### src/rtl/ptw_axi_arbiter.sv
// Round-robin arbiter that lets the ITLB and DTLB page-table walkers share
// one AXI read port, with one read outstanding and a watchdog on each read.
module ptw_axi_arbiter #(
  parameter int ADDR_WIDTH     = 64,
  parameter int DATA_WIDTH     = 64,
  parameter int TIMEOUT_CYCLES = 1024,
  parameter int TIMEOUT_WIDTH  = 11
) (
  input  logic                  CLK,
  input  logic                  RST_N,
  input  logic                  FLUSH,
  input  logic                  ITLB_REQ_VALID,
  input  logic [ADDR_WIDTH-1:0] ITLB_REQ_ADDR,
  output logic                  ITLB_RSP_VALID,
  output logic [DATA_WIDTH-1:0] ITLB_RSP_DATA,
  output logic                  ITLB_RSP_ERR,
  input  logic                  DTLB_REQ_VALID,
  input  logic [ADDR_WIDTH-1:0] DTLB_REQ_ADDR,
  output logic                  DTLB_RSP_VALID,
  output logic [DATA_WIDTH-1:0] DTLB_RSP_DATA,
  output logic                  DTLB_RSP_ERR,
  output logic                  AXIM_ADDR_VALID,
  output logic [ADDR_WIDTH-1:0] AXIM_ADDR,
  input  logic                  AXIM_ADDR_READY,
  input  logic                  AXIM_DATA_VALID,
  input  logic [DATA_WIDTH-1:0] AXIM_DATA,
  output logic                  BUSY,
  output logic                  GRANT
);

  typedef enum logic [1:0] {
    IDLE,
    ISSUE,
    WAIT
  } state_t;

  localparam logic [TIMEOUT_WIDTH-1:0] CNT_LAST =
    TIMEOUT_WIDTH'(TIMEOUT_CYCLES - 1);

  state_t                 state_q, state_n;
  logic                   pend_itlb_q, pend_itlb_n;
  logic                   pend_dtlb_q, pend_dtlb_n;
  logic [ADDR_WIDTH-1:0]  addr_itlb_q, addr_itlb_n;
  logic [ADDR_WIDTH-1:0]  addr_dtlb_q, addr_dtlb_n;
  logic                   last_q, last_n;
  logic                   grant_q, grant_n;
  logic                   aw_valid_q, aw_valid_n;
  logic [ADDR_WIDTH-1:0]  aw_addr_q, aw_addr_n;
  logic [TIMEOUT_WIDTH-1:0] cnt_q, cnt_n;
  logic                   disc_q, disc_n;
  logic                   irv_q, irv_n;
  logic                   ire_q, ire_n;
  logic [DATA_WIDTH-1:0]  ird_q, ird_n;
  logic                   drv_q, drv_n;
  logic                   dre_q, dre_n;
  logic [DATA_WIDTH-1:0]  drd_q, drd_n;
  logic                   cand_i, cand_d, owner;
  logic                   drop;

  always_ff @(posedge CLK) begin
    if (!RST_N) begin
      state_q     <= IDLE;
      pend_itlb_q <= 1'b0;
      pend_dtlb_q <= 1'b0;
      addr_itlb_q <= '0;
      addr_dtlb_q <= '0;
      last_q      <= 1'b1;
      grant_q     <= 1'b0;
      aw_valid_q  <= 1'b0;
      aw_addr_q   <= '0;
      cnt_q       <= '0;
      disc_q      <= 1'b0;
      irv_q       <= 1'b0;
      ire_q       <= 1'b0;
      ird_q       <= '0;
      drv_q       <= 1'b0;
      dre_q       <= 1'b0;
      drd_q       <= '0;
    end else begin
      state_q     <= state_n;
      pend_itlb_q <= pend_itlb_n;
      pend_dtlb_q <= pend_dtlb_n;
      addr_itlb_q <= addr_itlb_n;
      addr_dtlb_q <= addr_dtlb_n;
      last_q      <= last_n;
      grant_q     <= grant_n;
      aw_valid_q  <= aw_valid_n;
      aw_addr_q   <= aw_addr_n;
      cnt_q       <= cnt_n;
      disc_q      <= disc_n;
      irv_q       <= irv_n;
      ire_q       <= ire_n;
      ird_q       <= ird_n;
      drv_q       <= drv_n;
      dre_q       <= dre_n;
      drd_q       <= drd_n;
    end
  end

  always_comb begin
    state_n     = state_q;
    pend_itlb_n = pend_itlb_q;
    pend_dtlb_n = pend_dtlb_q;
    addr_itlb_n = addr_itlb_q;
    addr_dtlb_n = addr_dtlb_q;
    last_n      = last_q;
    grant_n     = grant_q;
    aw_valid_n  = aw_valid_q;
    aw_addr_n   = aw_addr_q;
    cnt_n       = cnt_q;
    disc_n      = disc_q;
    irv_n       = 1'b0;
    ire_n       = 1'b0;
    ird_n       = ird_q;
    drv_n       = 1'b0;
    dre_n       = 1'b0;
    drd_n       = drd_q;
    cand_i      = pend_itlb_q | ITLB_REQ_VALID;
    cand_d      = pend_dtlb_q | DTLB_REQ_VALID;
    owner       = (cand_i && cand_d) ? ~last_q : cand_d;
    drop        = disc_q | FLUSH;

    // FLUSH beats a same-cycle request pulse
    if (FLUSH) begin
      pend_itlb_n = 1'b0;
      pend_dtlb_n = 1'b0;
    end else begin
      if (ITLB_REQ_VALID) begin
        pend_itlb_n = 1'b1;
        addr_itlb_n = ITLB_REQ_ADDR;
      end
      if (DTLB_REQ_VALID) begin
        pend_dtlb_n = 1'b1;
        addr_dtlb_n = DTLB_REQ_ADDR;
      end
    end

    case (state_q)
      IDLE: begin
        // arbitration only starts once a pend is registered
        if (!FLUSH && (pend_itlb_q || pend_dtlb_q)) begin
          grant_n    = owner;
          aw_valid_n = 1'b1;
          disc_n     = 1'b0;
          state_n    = ISSUE;
          if (owner) begin
            aw_addr_n   = addr_dtlb_n;
            pend_dtlb_n = 1'b0;
          end else begin
            aw_addr_n   = addr_itlb_n;
            pend_itlb_n = 1'b0;
          end
        end
      end
      ISSUE: begin
        if (FLUSH) disc_n = 1'b1;
        if (AXIM_ADDR_READY) begin
          aw_valid_n = 1'b0;
          cnt_n      = '0;
          state_n    = WAIT;
        end
      end
      WAIT: begin
        if (FLUSH) disc_n = 1'b1;
        if (AXIM_DATA_VALID || cnt_q == CNT_LAST) begin
          if (!drop) begin
            if (grant_q) begin
              drv_n = 1'b1;
              dre_n = ~AXIM_DATA_VALID;
              drd_n = AXIM_DATA_VALID ? AXIM_DATA : '0;
            end else begin
              irv_n = 1'b1;
              ire_n = ~AXIM_DATA_VALID;
              ird_n = AXIM_DATA_VALID ? AXIM_DATA : '0;
            end
          end
          last_n  = grant_q;
          disc_n  = 1'b0;
          state_n = IDLE;
        end else begin
          cnt_n = cnt_q + TIMEOUT_WIDTH'(1);
        end
      end
      default: state_n = IDLE;
    endcase
  end

  assign ITLB_RSP_VALID  = irv_q;
  assign ITLB_RSP_ERR    = ire_q;
  assign ITLB_RSP_DATA   = ird_q;
  assign DTLB_RSP_VALID  = drv_q;
  assign DTLB_RSP_ERR    = dre_q;
  assign DTLB_RSP_DATA   = drd_q;
  assign AXIM_ADDR_VALID = aw_valid_q;
  assign AXIM_ADDR       = aw_addr_q;
  assign BUSY            = (state_q != IDLE);
  assign GRANT           = grant_q;

endmodule

### config.mk
export PLATFORM = sky130hd
export DESIGN_NAME = ptw_axi_arbiter
export DESIGN_NICKNAME = d
export VERILOG_FILES = /design/src/rtl/ptw_axi_arbiter.sv
export SDC_FILE = /design/constraint.sdc
export NUM_CORES = 1
export LEC_CHECK = 0
export BUFFER_PORTS_ARGS = -buffer_cell sky130_fd_sc_hd__clkbuf_2
export CAP_MARGIN = 5
export CORE_MARGIN = 3
export CORE_UTILIZATION = 55
export CTS_CLUSTER_SIZE = 28
export DETAILED_ROUTE_END_ITERATION = 8
export PLACE_DENSITY_LB_ADDON = 0.12
export SKIP_LAST_GASP = 1
export SLEW_MARGIN = 20
export SYNTH_ARGS = -nofsm -noshare
export SYNTH_HDL_FRONTEND = slang
export SYNTH_SLANG_ARGS = --single-unit
### constraint.sdc
create_clock -name CLK -period 5 [get_ports CLK]
set_clock_uncertainty 0.05 [all_clocks]
set_input_delay 0.5 -clock CLK [delete_from_list [all_inputs] [get_ports CLK]]
set_output_delay 0.5 -clock CLK [all_outputs]
set_load 0.01 [all_outputs]
==> metrics.cfg, run 1 <==
[finish]
final_layout_size_suffix_gt1_share_pct = 28.6
areaGrowthSynthToFinish_pct = 22.6
final_common_cell = clkbuf_2
final_util_pct = 69.5
fin_nets = 1887
fin_area_um2 = 17100
final_cell_mix = clkbuf_2 (396), dfxtp_1 (343), nand2_1 (208)

[timing]
fin_ws_ns = 2.46
slew_violations = 0
rsz0062_at_grt = false
period_share_pct = 50.8
finalSetupTns_ns = 0
setup_viol = 0
maxSlewHeadroom_pct = 29.2
max_slew.worst_pin.slew_ns = 1.06
fin_crit_ns = 2.54
clock.fmax_mhz = 393
hold_viol = 0

[logic_synthesis]
synthSimpleGateAreaFrac_pct = 14.6
synthesis.instances = 1379
netlist_area_um2 = 13900
synth-seq-cells = 343
seq_area_frac_synth_pct = 49.2
synth_top_family_by_area = compound AO/OA/AOI/OAI gates
ys.warnings.count = 0
synth.distinct_cells = 53
synth_mux_area_share_pct = 0.0718
syn-num-nets = 1582
synth-edff-count = 0
synth-xor-area-share_pct = 0
postSynthAreaPerCell_um2 = 10.1
synth_fa_ha_area_share_pct = 0.359
synth-compound-area-share_pct = 30.6
synth-async-reset-ratio_pct = 0
synthFlopType = dfxtp_1

[run]
cap_violations = 0

[power_and_ir_drop]
pwr-share-clk_pct = 42.4
power_frac_comb_pct = 12.7
powerDensity_nw_per_um2 = 377
netSwitchingFraction_pct = 25.3
p_leak_nw = 7.13
ir_drop_mv = 0.264
switchingPower_w = 0.00163
pwr-share-seq_pct = 44.9
p_int_w = 0.00481

[floorplan]
fp.dieW_um = 165
row_count = 57
core-area_um2 = 24600
die_h_um = 165
dieArea_um2 = 27300
ios = 398
floorplan.initialDensity_pct = 56.7

[global_route]
grt_usage_pct = 27.1
grt-ovfl-total = 0
first_global_vias = 11573
antenna_found_initial = 2
grt_max_degree = 129
grt_pass1_wl_um = 60100

[status]
status = finished, final reports clean

[clocking]
path_clk_slew_ns = 0.06
clk_latency_ns = 0.51
cts_root_buf = clkbuf_16
post_cts_resize_count = 0
cts_buffers = 36
clock_path_buffers = 3
cts_tree = yes
cts_setup_buffers = 0
ctsHtreeMaxLevel = 2
clock_sinks = 343
holdBufCountCts = 0

[place]
pre_cts_slack_ns = 2.05
gp_congestion = 0.806
dp_hpwl_um = 25500
place_area_um2 = 15900
portBuffers = 397

[worst_hold_path]
whs_path_depth = 2
hold_end = DTLB_RSP_DATA[33]$_SDFFE_PN0P_
holdCritStartpoint = AXIM_DATA[33]
min_path_type = input pin to register

[drt]
wl_per_cell_um = 19.5
remaining_drc_errors = 0
first_pass_iters = 7
drt_iter0_markers = 898
ant_nets = 0
viasPerCell = 6.02
drt_wl_total_um = 39700
num_vias = 12267

[critical_path]
critical_path_arrival_ns = 2.89
reg2reg_from = cnt_q[0]$_SDFFE_PN0P_
endpoint_kind = register
cp.required_ns = 5.34
r2r_slack_ns = 2.46
reg2regPathDepth = 6
worstSetupPathType = register to register
startpoint_type = register
crit_path_max_fanout = 64
r2r-end = DTLB_RSP_DATA[6]$_SDFFE_PN0P_

-- cells in the mapped netlist (7+ instances only) --
cell type,number,area (um2)
buf_2,22,110
buf_1,12,45.0
a32o_1,128,1280
and3b_1,64,561
o21a_1,66,495
nand2_1,210,788
a21boi_1,45,338
a2111oi_0,64,561
dfxtp_1,343,6870
buf_6,14,158
and2_1,66,413
a21boi_0,87,653
clkbuf_1,99,372
a311o_1,64,641
nand2b_1,7,43.8
nor2_1,10,37.5
-- critical path: stages (launching register included) --
cell and delay (ns):
dfxtp_1 0.41, ha_1 0.26, nand3_4 0.14, o41ai_4 0.76, a21boi_4 0.08, buf_4 0.37
a32o_1 0.31
-- power by group through the flow --
stage / combinational (W) / clock (W) / sequential [W]
floorplan: 0.000508 / 0 / 0.00296
global placement: 0.000806 / 0 / 0.00295
detailed placement: 0.000816 / 0 / 0.00295
CTS: 0.000820 / 0.00278 / 0.00289
global route: 0.000902 / 0.00289 / 0.00290
finish: 0.000820 / 0.00273 / 0.00289
-- metal layers --
layer,up-vias,global-route usage [%],part of all wire (%)
li1,5815,-,-
met1,5897,33.1,40
met2,471,46.9,49
met3,82,5.64,7.8
met4,2,10.2,3.4
met5,-,0,0.050
-- cell type report --
| class | count | area (um2) |
|---|---|---|
| antenna | 2 | 5.00 |
| clock buffer | 58 | 1100 |
| clock inverter | 8 | 123 |
| fill | 1978 | 7510 |
| inverter | 7 | 26.3 |
| multi-input combinational | 882 | 6430 |
| sequential | 343 | 6870 |
| tap | 324 | 405 |
| timing repair buffer | 414 | 2130 |
-- logic make-up (layout without fill, tap and decap cells) --
family / after synthesis / after routing
DFF: 343 / 343
other: 0 / 2
adders and majority gates: 4 / 4
muxes: 1 / 1
and+or+nand+nor: 386 / 386
buffers and inverters: 154 / 487
AOI/OAI and AO/OA: 491 / 491
-- state kept, by name (all words and copies together) (netlist names), 2 cells and up --
name,flops
addr_itlb_q,64
state_q,2
cnt_q,11
addr_dtlb_q,64
DTLB_RSP_DATA,64
ITLB_RSP_DATA,64
AXIM_ADDR,64
-- worst max path at each step --
| stage | slack, ns | cells after the start | to | start |
|---|---|---|---|---|
| after floorplan | 3.09 | 8 | ITLB_RSP_DATA[10]$_SDFFE_PN0P_ | cnt_q[0]$_SDFFE_PN0P_ |
| after global placement | 2.11 | 6 | AXIM_ADDR[0]$_SDFFE_PN0P_ | DTLB_REQ_VALID |
| after detailed placement | 2.05 | 6 | AXIM_ADDR[40]$_SDFFE_PN0P_ | DTLB_REQ_VALID |
| after CTS | 2.47 | 6 | ITLB_RSP_DATA[43]$_SDFFE_PN0P_ | cnt_q[0]$_SDFFE_PN0P_ |
| after global routing | 2.33 | 6 | DTLB_RSP_DATA[6]$_SDFFE_PN0P_ | cnt_q[0]$_SDFFE_PN0P_ |
| final | 2.46 | 6 | DTLB_RSP_DATA[6]$_SDFFE_PN0P_ | cnt_q[0]$_SDFFE_PN0P_ |
-- per-stage QoR --
stage	hold slack [ns]	power (W)	cells
3_5_place_dp	0.395	0.00377	1970
2_1_floorplan	0.402	0.00347	1379
5_1_grt	0.188	0.00670	2037
3_3_place_gp	0.389	0.00375	1970
4_1_cts	0.179	0.00649	2036
6_report	0.197	0.00645	2038
(Power assumes the default switching activity.)
==> run 2: changes to the inputs <==
--- a/config.mk
+++ b/config.mk
@@ -8,7 +8,7 @@
 export BUFFER_PORTS_ARGS = -buffer_cell sky130_fd_sc_hd__clkbuf_2
 export CAP_MARGIN = 5
 export CORE_MARGIN = 3
-export CORE_UTILIZATION = 55
+export CORE_UTILIZATION = 52
 export CTS_CLUSTER_SIZE = 28
 export DETAILED_ROUTE_END_ITERATION = 8
 export PLACE_DENSITY_LB_ADDON = 0.12
==> constraint.sdc (replaced) <==
create_clock -name CLK -period 2.6 [get_ports CLK]
set_clock_uncertainty 0.05 [all_clocks]
set_input_delay 0.26 -clock CLK [delete_from_list [all_inputs] [get_ports CLK]]
set_output_delay 0.26 -clock CLK [all_outputs]
set_load 0.01 [all_outputs]
==> run 2 against run 1 <==
Compared with the run above:
- final area up 8.5%
- first-iteration DRC count up 4.7%
- highest routed layer unchanged
- worst hold slack worse by 0.17 ns
- combinational power up 120%
- power up 93%
- sequential power up 92%
==> metrics.cfg, run 2 (same netlist as run 1, synthesis figures left out) <==
[status]
status = finished, final reports clean

[drt]
wl_per_cell_um = 18.8
remaining_drc_errors = 0
drt_wl_total_um = 41300
num_vias = 12859
first_pass_iters = 5
viasPerCell = 5.86
ant_nets = 0
drt_iter0_markers = 940

[clocking]
path_clk_slew_ns = 0.06
cts_tree = yes
cts_root_buf = clkbuf_16
clock_path_buffers = 3
cts_setup_buffers = 0
cts_buffers = 37
clk_latency_ns = 0.51
ctsHtreeMaxLevel = 2
clock_sinks = 343

[timing]
rsz0062_at_grt = false
slew_violations = 0
max_slew.worst_pin.slew_ns = 0.826
maxSlewHeadroom_pct = 45.0
finalSetupTns_ns = 0
fin_crit_ns = 2.20
fin_ws_ns = 0.401
setup_viol = 0
period_share_pct = 84.6
hold_viol = 0
clock.fmax_mhz = 455

[finish]
fin_nets = 2035
final_common_cell = clkbuf_2
fill_cells = 1947
areaGrowthSynthToFinish_pct = 33.0
final_util_pct = 70.8
final_cell_mix = clkbuf_2 (396), dfxtp_1 (343), nand2_1 (208)
layout.cells.non_filler = 2195
insertedDiodeCount = 0
final_layout_size_suffix_gt1_share_pct = 27.2

[critical_path]
cp.required_ns = 2.94
worstSetupPathType = register to register
critical_path_arrival_ns = 2.54
endpoint_kind = register
r2r_slack_ns = 0.40
crit_path_max_fanout = 64
startpoint_type = register

[place]
portBuffers = 397
pre_cts_slack_ns = 0.444
dp_hpwl_um = 25700
place_inst = 1998
gp_congestion = 0.782

[global_route]
globalRouteMet1Util_pct = 33.3
grt_max_degree = 129
grt-ovfl-total = 0
grt_pass1_wl_um = 64800
antenna_found_initial = 1
first_global_vias = 12442
grt_usage_pct = 27.2
use_met3_pct = 6.22
use_met2_pct = 46.5
busiest_layer = met2

[power_and_ir_drop]
power_frac_comb_pct = 14.5
switchingPower_w = 0.00322
pwr-share-clk_pct = 40.7
ir_drop_mv = 0.408
pwr-share-seq_pct = 44.8
powerDensity_nw_per_um2 = 669
p_leak_nw = 7.76
netSwitchingFraction_pct = 26.0
p_int_w = 0.00919

[run]
cap_violations = 0

[floorplan]
floorplan.initialDensity_pct = 53.2
fp.dieW_um = 170
dieArea_um2 = 28800
core-area_um2 = 26200
die_h_um = 170
row_count = 59
ios = 398

[worst_hold_path]
min_path_type = input pin to register

run 2: cell types whose count changed in the layout (fill, tap and decap cells not counted), sizes merged:
cell / previous run / this run
buf: 18 / 35
bufinv: 3 / 1
clkbuf: 454 / 452
clkinv: 4 / 9
diode: 2 / 0
dlygate4sd3: 0 / 130
run 2: power by group through the flow:
stage          combinational, W  clock [W]  sequential [W]
6_report                0.00180    0.00506         0.00556
5_1_grt                 0.00198    0.00537         0.00558
4_1_cts                 0.00181    0.00517         0.00556
3_5_place_dp            0.00164          0         0.00567
3_3_place_gp            0.00163          0         0.00566
2_1_floorplan          0.000977          0         0.00570
run 2: worst paths after layout:
path / startpoint / end / depth (start not counted)
max: cnt_q[1]$_SDFFE_PN0P_ / ITLB_RSP_DATA[46]$_SDFFE_PN0P_ / 7
min: ITLB_REQ_VALID / pend_itlb_q$_SDFF_PN0_ / 3
max reg2reg: cnt_q[1]$_SDFFE_PN0P_ / ITLB_RSP_DATA[46]$_SDFFE_PN0P_ / 7
min reg2reg: AXIM_ADDR[46]$_SDFFE_PN0P_ / AXIM_ADDR[46]$_SDFFE_PN0P_ / 2
run 2: worst max-delay path, cell delays in order (launching register included):
cell,delay (ns)
dfxtp_1,0.40
ha_1,0.26
nand3_4,0.14
o41ai_4,0.42
buf_4,0.25
a21boi_4,0.07
buf_12,0.20
a32o_1,0.25
run 2: final cells by class:
type	instances	area [um2]	area share, %
Sequential cell	343	6870	37.0
Multi-Input combinational cell	882	6430	34.7
Timing Repair Buffer	561	3640	19.6
Clock buffer	56	1080	5.82
Tap cell	335	419	2.26
Clock inverter	11	87.6	0.472
Inverter	7	26.3	0.142
run 2: repair_timing:
action / CTS / global route
hold endpoints to repair: 193 / 0
resized for setup: 0 / 0
hold buffers: 130 / 0
run 2: layer usage:
layer | routed length, um | vias up | part of all wire, %
met4 | 1640 | 2 | 4.0
li1 | - | 6109 | -
met3 | 2960 | 101 | 7.2
met2 | 19800 | 449 | 48
met5 | 13 | - | 0.031
met1 | 16900 | 6198 | 41
run 2: stage by stage:
stage	cell area (um2)	hold WS (ns)	power, W
3_5_place_dp	16100	0.391	0.00731
3_3_place_gp	16100	0.388	0.00729
2_1_floorplan	13900	0.287	0.00667
6_report	18500	0.0258	0.0124
4_1_cts	18500	0.0146	0.0125
5_1_grt	18500	0.0502	0.0129
==> run 3: changes to the inputs <==
--- a/config.mk
+++ b/config.mk
@@ -8,7 +8,7 @@
 export BUFFER_PORTS_ARGS = -buffer_cell sky130_fd_sc_hd__clkbuf_2
 export CAP_MARGIN = 5
 export CORE_MARGIN = 3
-export CORE_UTILIZATION = 52
+export CORE_UTILIZATION = 47
 export CTS_CLUSTER_SIZE = 28
 export DETAILED_ROUTE_END_ITERATION = 8
 export PLACE_DENSITY_LB_ADDON = 0.12
==> constraint.sdc (replaced) <==
create_clock -name CLK -period 1.9 [get_ports CLK]
set_clock_uncertainty 0.05 [all_clocks]
set_input_delay 0.19 -clock CLK [delete_from_list [all_inputs] [get_ports CLK]]
set_output_delay 0.19 -clock CLK [all_outputs]
set_load 0.01 [all_outputs]
==> run 3 against run 2 <==
Compared with the run above:
- sequential cell count unchanged
- largest power group is now the clock network
- fmax rose by 18%
- global-route usage down 1.8 points
- clock-buffer cell count grew 3
- cell count is 4.0% higher
- non-clock buffer count grew 37
==> metrics.cfg, run 3 (same netlist as run 1, synthesis figures left out) <==
[critical_path]
path_buf_inv = 2
crit_path_max_fanout = 17
slowest_stage = a2111oi_1
cp.depth = 6
cp.required_ns = 2.26
crit_path_max_incr_delay_ns = 0.49
worstPathCellList = o21a_2, buf_4, buf_4, a2111oi_1, a311o_1, a21boi_0
critical_path_arrival_ns = 2.23
cp_common_cell = buf_4
cp-startpoint = pend_itlb_q$_SDFF_PN0_
startpoint_type = register
reg2regPathDepth = 6
worstSetupPathType = register to register
critPathTopFamily = compound AO/OA/AOI/OAI gates
endpoint_kind = register
reg2reg_from = pend_itlb_q$_SDFF_PN0_

[finish]
seqCellArea_um2 = 6870
final_layout_size_suffix_gt1_share_pct = 28.8
final_cell_mix = clkbuf_2 (395), dfxtp_1 (340), nand2_1 (208)
fill_cells = 2279
final_common_cell = clkbuf_2
fin_nets = 2074
areaGrowthSynthToFinish_pct = 38.2
multi_input_area_um2 = 6460
layout.cells.non_filler = 2283

[global_route]
grt-ovfl-total = 0
grt_max_degree = 129
grt_pass1_wl_um = 66200
grt_usage_pct = 25.4
antenna_found_initial = 1
first_global_vias = 12579

[worst_hold_path]
min_path_type = input pin to register
whs_path_depth = 3
holdCritStartpoint = DTLB_REQ_ADDR[3]

[clocking]
cts_tree = yes
path_clk_slew_ns = 0.06
ctsHtreeMaxLevel = 2
clk_latency_ns = 0.52
clock_sinks = 343
clock_path_buffers = 3
cts_root_buf = clkbuf_16
cts_buffers = 39

[power_and_ir_drop]
power_w = 0.0180
p_int_w = 0.0134
switchingPower_w = 0.00456
pwr-share-seq_pct = 42.3
powerDensity_nw_per_um2 = 933
ir_drop_mv = 0.530
pwr-share-clk_pct = 42.6
p_leak_nw = 8.06
power_frac_comb_pct = 15.1
netSwitchingFraction_pct = 25.4

[drt]
ant_nets = 0
viasPerCell = 5.65
first_pass_iters = 6
remaining_drc_errors = 0
drt_wl_total_um = 42300
drt_iter0_markers = 869
num_vias = 12910
wl_per_cell_um = 18.5

[timing]
slew_violations = 0
clock.fmax_mhz = 536
maxSlewHeadroom_pct = 59.3
setup_viol = 0
fin_crit_ns = 1.87
finalSetupTns_ns = 0
hold_viol = 0
period_share_pct = 98.3
max_slew.worst_pin.slew_ns = 0.611

[place]
portBuffers = 397
place_inst = 2074
dp_hpwl_um = 27100
gp_congestion = 0.780

[status]
status = finished, final reports clean

[floorplan]
fp.dieW_um = 178
ios = 398
die_h_um = 178
floorplan.initialDensity_pct = 48.2
row_count = 62
core-area_um2 = 28900
dieArea_um2 = 31800

[run]
cap_violations = 0

run 3: worst paths after layout:
kind                            slack (ns)                         end
worst max-delay path                  0.03  AXIM_ADDR[57]$_SDFFE_PN0P_
worst min-delay path                  0.02   addr_dtlb_q[3]$_SDFF_PN0_
worst max register to register        0.03  AXIM_ADDR[57]$_SDFFE_PN0P_
worst min register to register        0.40  AXIM_ADDR[53]$_SDFFE_PN0P_
run 3: tightest hold or removal path: cells and delay by family:
family	cells	cell delay, ns
buf+inv	1	0.09
compound gates	1	0.11
simple gates	1	0.17
run 3: routing by layer:
| layer | vias to the layer above | track usage, % | wire length (um) |
|---|---|---|---|
| li1 | 6209 | - | - |
| met1 | 6181 | 31.9 | 17700 |
| met2 | 431 | 43.6 | 20400 |
| met3 | 89 | 4.83 | 2770 |
| met4 | 0 | 9.06 | 1460 |
| met5 | - | 0 | 0 |
run 3: repair_timing:
action / 4_1_cts / 5_1_grt
resized for setup: 4 / 15
endpoints found under the hold margin: 214 / 0
hold buffers: 136 / 0
setup endpoints to repair: 33 / 62
buffers inserted: 1 / 3
pin swaps: 2 / 2
run 3: through the flow:
| stage | setup slack [ns] | area, um2 | hold slack, ns | utilization (%) |
|---|---|---|---|---|
| 2_1_floorplan | 0.0100 | 13900 | 0.217 | - |
| 3_3_place_gp | -0.218 | 16500 | 0.388 | 57.1 |
| 3_5_place_dp | -0.130 | 16500 | 0.394 | 57.1 |
| 4_1_cts | 0.00141 | 19200 | 0.000681 | 66.4 |
| 5_1_grt | -0.00567 | 19300 | 0.0180 | 66.6 |
| 6_report | 0.0329 | 19300 | 0.0232 | 66.6 |
run 3: final cells by class:
| cell class | instances | area share [%] |
|---|---|---|
| Clock buffer | 59 | 5.98 |
| Tap cell | 384 | 2.49 |
| Inverter | 7 | 0.136 |
| Clock inverter | 9 | 0.864 |
| Sequential cell | 343 | 35.7 |
| Antenna cell | 1 | 0.0130 |
| Multi-Input combinational cell | 882 | 33.5 |
| Timing Repair Buffer | 598 | 21.3 |
run 3: power groups by stage:
| stage | clock network (W) | registers, W | logic [W] |
|---|---|---|---|
| 3_3_place_gp | 0 | 0.00775 | 0.00242 |
| 6_report | 0.00766 | 0.00761 | 0.00271 |
| 2_1_floorplan | 0 | 0.00780 | 0.00134 |
| 4_1_cts | 0.00783 | 0.00760 | 0.00269 |
| 3_5_place_dp | 0 | 0.00776 | 0.00244 |
| 5_1_grt | 0.00811 | 0.00764 | 0.00296 |
